## config.mk

```make
export PLATFORM = sky130hd
export DESIGN_NAME = or_gate
export DESIGN_NICKNAME = d
export VERILOG_FILES = /design/src/rtl/or_gate_pkg.sv /design/src/rtl/or_gate_trit_max.sv /design/src/rtl/or_gate.sv
export SDC_FILE = /design/constraint.sdc
export NUM_CORES = 1
export LEC_CHECK = 0
export CORE_AREA = 2 2 39 41
export DETAILED_ROUTE_END_ITERATION = 10
export DIE_AREA = 0 0 41 43
export PLACE_DENSITY_LB_ADDON = 0.2
export REMOVE_ABC_BUFFERS = 1
export SETUP_SLACK_MARGIN = 0.3
export SLEW_MARGIN = 20
export SYNTH_ARGS = -nofsm -noshare
export SYNTH_HDL_FRONTEND = slang
export SYNTH_SLANG_ARGS = --single-unit
```

## constraint.sdc

```tcl
create_clock -name clk -period 4.2 [get_ports clk]
set_clock_uncertainty 0.2 [all_clocks]
set_input_delay 1.05 -clock clk [delete_from_list [all_inputs] [get_ports clk]]
set_output_delay 1.05 -clock clk [all_outputs]
set_load 0.005 [all_outputs]
```

## src/rtl/or_gate_pkg.sv

```systemverilog
// -----------------------------------------------------------------------------
// or_gate_pkg
//
// Shared definitions for the ternary OR datapath.
//
// Contents:
//   trit_t        - 2-bit balanced-free ternary digit (00=0, 01=1, 10=2, 11=X)
//   TRIT_0..2     - legal trit codes
//   TRIT_X        - invalid code; poisons any result it touches
//   ERR_CNT_W     - width of the optional invalid-input counter
//   ERR_CNT_MAX   - saturation value of that counter
//   is_x()        - true when a trit carries the invalid code
// -----------------------------------------------------------------------------
package or_gate_pkg;

    typedef logic [1:0] trit_t;

    localparam trit_t TRIT_0 = 2'b00;
    localparam trit_t TRIT_1 = 2'b01;
    localparam trit_t TRIT_2 = 2'b10;
    localparam trit_t TRIT_X = 2'b11;

    localparam int unsigned ERR_CNT_W = 8;
    localparam logic [ERR_CNT_W-1:0] ERR_CNT_MAX = '1;

    function automatic logic is_x(input trit_t t);
        return (t == TRIT_X);
    endfunction

endpackage : or_gate_pkg

```

## src/rtl/or_gate_trit_max.sv

```systemverilog
// -----------------------------------------------------------------------------
// trit_max
//
// Single-trit ternary OR: the result is the larger of the two digits. An
// invalid digit on either side forces the invalid code on the output, so a
// corrupted operand can never masquerade as a legal value downstream.
//
// Ports:
//   a      in   trit_t   operand A digit
//   b      in   trit_t   operand B digit
//   result out  trit_t   max(a, b), or TRIT_X if either input is TRIT_X
// -----------------------------------------------------------------------------
module trit_max
    import or_gate_pkg::*;
(
    input  trit_t a,
    input  trit_t b,
    output trit_t result
);

    always_comb begin
        // NOTE: assigning a default before any branch guarantees every path
        // drives the output, so no latch can be inferred.
        result = TRIT_0;
        if (is_x(a) || is_x(b)) begin
            result = TRIT_X;
        end else if (a > b) begin
            result = a;
        end else begin
            result = b;
        end
    end

endmodule : trit_max

```

## src/rtl/or_gate.sv

```systemverilog
// -----------------------------------------------------------------------------
// or_gate
//
// WIDTH-trit ternary OR with a combinational result and a valid-qualified
// registered copy. Each trit position is an independent trit_max instance;
// there is no interaction between positions.
//
// Parameters:
//   WIDTH    number of trits per operand (1..16)
//
// Ports:
//   clk      in   1          rising-edge clock for the registered outputs
//   rst_n    in   1          asynchronous active-low reset
//   a        in   2*WIDTH    operand A, trit i at bits [2i+1:2i]
//   b        in   2*WIDTH    operand B, same packing
//   valid_i  in   1          capture enable for c_q
//   c        out  2*WIDTH    combinational ternary OR of a and b
//   c_q      out  2*WIDTH    c captured on the last valid_i edge
//   valid_o  out  1          valid_i delayed by one clock
//   err      out  1          (ORGATE_INVALID_CHECK_EN only) sticky flag: a
//                            valid_i cycle carried an X trit on a or b
//   err_cnt  out  8          (ORGATE_INVALID_CHECK_EN only) saturating count
//                            of such cycles
//
// Build option:
//   ORGATE_INVALID_CHECK_EN  adds the err / err_cnt ports and their logic.
//   Without it the X-propagation behaviour of c is unchanged.
// -----------------------------------------------------------------------------
module or_gate
    import or_gate_pkg::*;
#(
    parameter int unsigned WIDTH = 1
) (
    input  logic                 clk,
    input  logic                 rst_n,
    input  logic [2*WIDTH-1:0]   a,
    input  logic [2*WIDTH-1:0]   b,
    input  logic                 valid_i,
    output logic [2*WIDTH-1:0]   c,
    output logic [2*WIDTH-1:0]   c_q,
    output logic                 valid_o
`ifdef ORGATE_INVALID_CHECK_EN
    ,
    output logic                 err,
    output logic [ERR_CNT_W-1:0] err_cnt
`endif
);

    // -------------------------------------------------------------------------
    // Combinational datapath: one trit_max per digit position.
    // -------------------------------------------------------------------------
    for (genvar i = 0; i < WIDTH; i++) begin : g_trit
        trit_max u_trit_max (
            .a      (a[2*i +: 2]),
            .b      (b[2*i +: 2]),
            .result (c[2*i +: 2])
        );
    end

    // -------------------------------------------------------------------------
    // Registered copy. Reset clears immediately, independent of clk, so the
    // outputs are known-zero for the whole time rst_n is low.
    // -------------------------------------------------------------------------
    always_ff @(posedge clk or negedge rst_n) begin
        if (!rst_n) begin
            c_q     <= '0;
            valid_o <= 1'b0;
        end else begin
            // NOTE: non-blocking assignments make every flop sample the
            // pre-edge values, independent of statement order.
            if (valid_i) begin
                c_q <= c;
            end
            valid_o <= valid_i;
        end
    end

`ifdef ORGATE_INVALID_CHECK_EN
    // -------------------------------------------------------------------------
    // Invalid-input monitor: flags any captured cycle whose operands carried
    // an X trit in any position. Only rst_n clears it.
    // -------------------------------------------------------------------------
    logic any_x;

    always_comb begin
        any_x = 1'b0;
        for (int i = 0; i < int'(WIDTH); i++) begin
            if (is_x(a[2*i +: 2]) || is_x(b[2*i +: 2])) begin
                any_x = 1'b1;
            end
        end
    end

    always_ff @(posedge clk or negedge rst_n) begin
        if (!rst_n) begin
            err     <= 1'b0;
            err_cnt <= '0;
        end else if (valid_i && any_x) begin
            err <= 1'b1;
            // Saturate rather than wrap so a long fault burst never reads
            // back as a small count.
            if (err_cnt != ERR_CNT_MAX) begin
                err_cnt <= err_cnt + 1'b1;
            end
        end
    end
`endif

endmodule : or_gate

```

==> impl_metrics.yaml <==
outcome:
  run_status: "finished, final reports clean"
drt:
  dr_total_vias: 213
  post_drt_via_cell_ratio: 3.944
  postRouteAntennaNets: 0
  drc: 0
  wl_per_cell_um: 8.963
  route.final.wire_length_um: 484
  detail_route.iter0.violations: 3
  firstDrtPassIters: 4
worst_setup_path:
  worstPathArrival_ns: 2.60
  worstPathMaxFanout: 2
  worst_setup_path_start_kind: "input port"
  cp_endpoint_kind: "primary output"
  crit_required_ns: 2.95
  timing.setup.critical_path_class: "in -> out"
pwr:
  cellLeakagePower_nw: 0.1730
  power.clock.fraction: 0.439
  p_seq_frac: 0.288
  p_per_area_mw_per_mm2: 292.2
  sw_frac_of_total: 0.2366
  internal_power_mw: 0.08623
  combinationalPowerShare: 0.273
  ir_drop_worst_case_vdd_uv: 79.98
  power_switching_mw: 0.02673
final_layout:
  most-common-layout-cells: "9 x clkdlybuf4s50_1, 3 x dfrtp_1, 3 x clkbuf_4, 3 x buf_4"
  nets: 49
  final.fill_count: 146
  drive_above_1_share: 0.3158
  area_growth_syn_to_layout_pct: 102.0
  area.sequential_um2: 75.07
  final_common_cell: "clkdlybuf4s50_1"
  final-instance-count-excl-fill: 54
  antenna_cells_inserted: 0
  area_of_the_multi_input_gates_um2: 127.6
clock_network:
  clockRootBuffer: "clkbuf_4"
  cts_tree: "yes"
  clock_latency_ns: 0.23
  cts_sinks: 3
  cts_buffers: 3
  htree_num_levels: 1
  clk_pin_slew_ns: 0.03
  post_cts_hold_buffer_count: 0
  ctsLongestPathBuffers: 2
grt:
  vias_in_the_first_global_route: 214
  global_route.usage.total: 0.07430
  grt_pass1_wl_um: 779
  globalRouteOverflowTotal: 0
  antenna_found_initial: 0
  grt_max_degree: 6
sta:
  fin_crit_ns: 3.849
  fmax_mhz: 259.8
  setup_repair_after_global_routing_missed_its_margin: "false"
  min_period_over_period: 0.9165
  headroom_to_the_max_slew_limit: 0.7586
  timing_worst_slew_pin_value_ns: 0.3621
  final-setup-viol-count: 0
  hold_viol: 0
  report.final.slew_viol_count: 0
  fin_hold_ws_ns: 0.3475
  timing.final.ws_setup_ns: 0.3505
place:
  gp_congestion: 0.5645
  detailed_placement_wirelength_estimate_um: 418.2
  post_placement_cell_count: 50
  dp_slack_ns: -0.06888
  port_buffers: 11
job:
  cap_viol_max_count: 0
floorplan:
  core_region_area_mm2: 0.001384
  floorplan.rows: 14
  die_outline_area_mm2: 0.001763
  die_w_um: 41
  die_height_um: 43
  initial_core_util: 0.1383
  io_pins: 12
synth:
  synth.yosys.warnings: 0
  post_synth_inst_count: 20
  seq_area_frac_synth: 0.3922
  syn-mean-instance-area_um2: 9.572
  ys_types: 13
  postSynthRegisterBits: 3
  synthesis.area_um2: 191.4
min_path:
  min_delay_worst_type: "reg -> reg"
==> routing by layer <==
layer	routed length [um]	track usage
met1	178	0.06431
met5	0	0
met4	25	0.1000
met3	77	0.03665
met2	203	0.1000
==> layout make-up <==
| class | count | share of cell area |
|---|---|---|
| multi-input cells | 14 | 0.3301 |
| well taps | 16 | 0.05178 |
| inverters | 3 | 0.02913 |
| flip-flops and latches | 3 | 0.1942 |
| repair buffers | 14 | 0.3269 |
| clock buffers | 4 | 0.06796 |
==> path summary, 6_finish.rpt <==
| path | depth (start not counted) | startpoint | to | slack (ns) |
|---|---|---|---|---|
| max | 7 | a[0] | c[0] | 0.35 |
| min | 2 | c_q[1] | c_q[1] | 0.35 |
| max reg2reg | 2 | c_q[0] | c_q[0] | 3.33 |
| min reg2reg | 2 | c_q[1] | c_q[1] | 0.35 |
| max in group asynchronous | 1 | rst_n | c_q[1] | 2.87 |
| min in group asynchronous | 1 | rst_n | c_q[0] | 0.80 |
==> worst max-delay path, cell delays in order <==
cell and delay, ns:
clkdlybuf4s50_1 0.48, inv_1 0.06, ha_1 0.28, and2b_1 0.17
or3_4 0.37, nand3_2 0.08, buf_2 0.11
==> power by group through the flow <==
| stage | Combinational [mW] | Clock (mW) | Sequential [mW] |
|---|---|---|---|
| floorplan | 0.00934 | 0 | 0.0332 |
| global route | 0.0347 | 0.0563 | 0.0328 |
| finish | 0.0308 | 0.0496 | 0.0326 |
| global placement | 0.0294 | 0 | 0.0330 |
| detailed placement | 0.0297 | 0 | 0.0330 |
| CTS | 0.0299 | 0.0513 | 0.0326 |
==> flip-flops by register name, indices dropped and copies added (netlist names) <==
name / flops
c_q: 2
valid_o: 1
==> synth_stat cells <==
library cell  number  area share
nand3_1            1       0.026
nand2_1            1       0.020
inv_1              3       0.059
nor2_1             2       0.039
a41oi_1            1       0.046
o21ba_1            1       0.052
or3_1              1       0.033
dfrtp_1            3        0.39
ha_1               3        0.20
a22oi_1            1       0.039
and2b_1            1       0.039
a31oi_1            1       0.033
o21ai_0            1       0.026
==> through the flow <==
stage,cell area (um^2),power (mW),utilization,setup TNS (ns)
floorplan,191.4,0.04255,-,0
global placement,344.1,0.06239,0.2486,-0.05160
detailed placement,344.1,0.06266,0.2486,-0.06888
CTS,374.1,0.1139,0.2703,0
global route,386.6,0.1238,0.2794,0
finish,386.6,0.1130,0.2794,0
==> repair_timing <==
item,CTS,global route
gates resized for setup,8,3
setup endpoints to repair,1,1
hold endpoints to repair,0,0
buffers inserted,0,0
pin swaps,2,0
==> cell families after synthesis <==
kind of cell,after synthesis,synth area share
buffers and inverters,3,0.05882
AOI/OAI and AO/OA,5,0.1961
and+or+nand+nor,6,0.1569
DFF,3,0.3921
adders and majority gates,3,0.1961
Note: power is estimated with default switching activity, not from simulation.
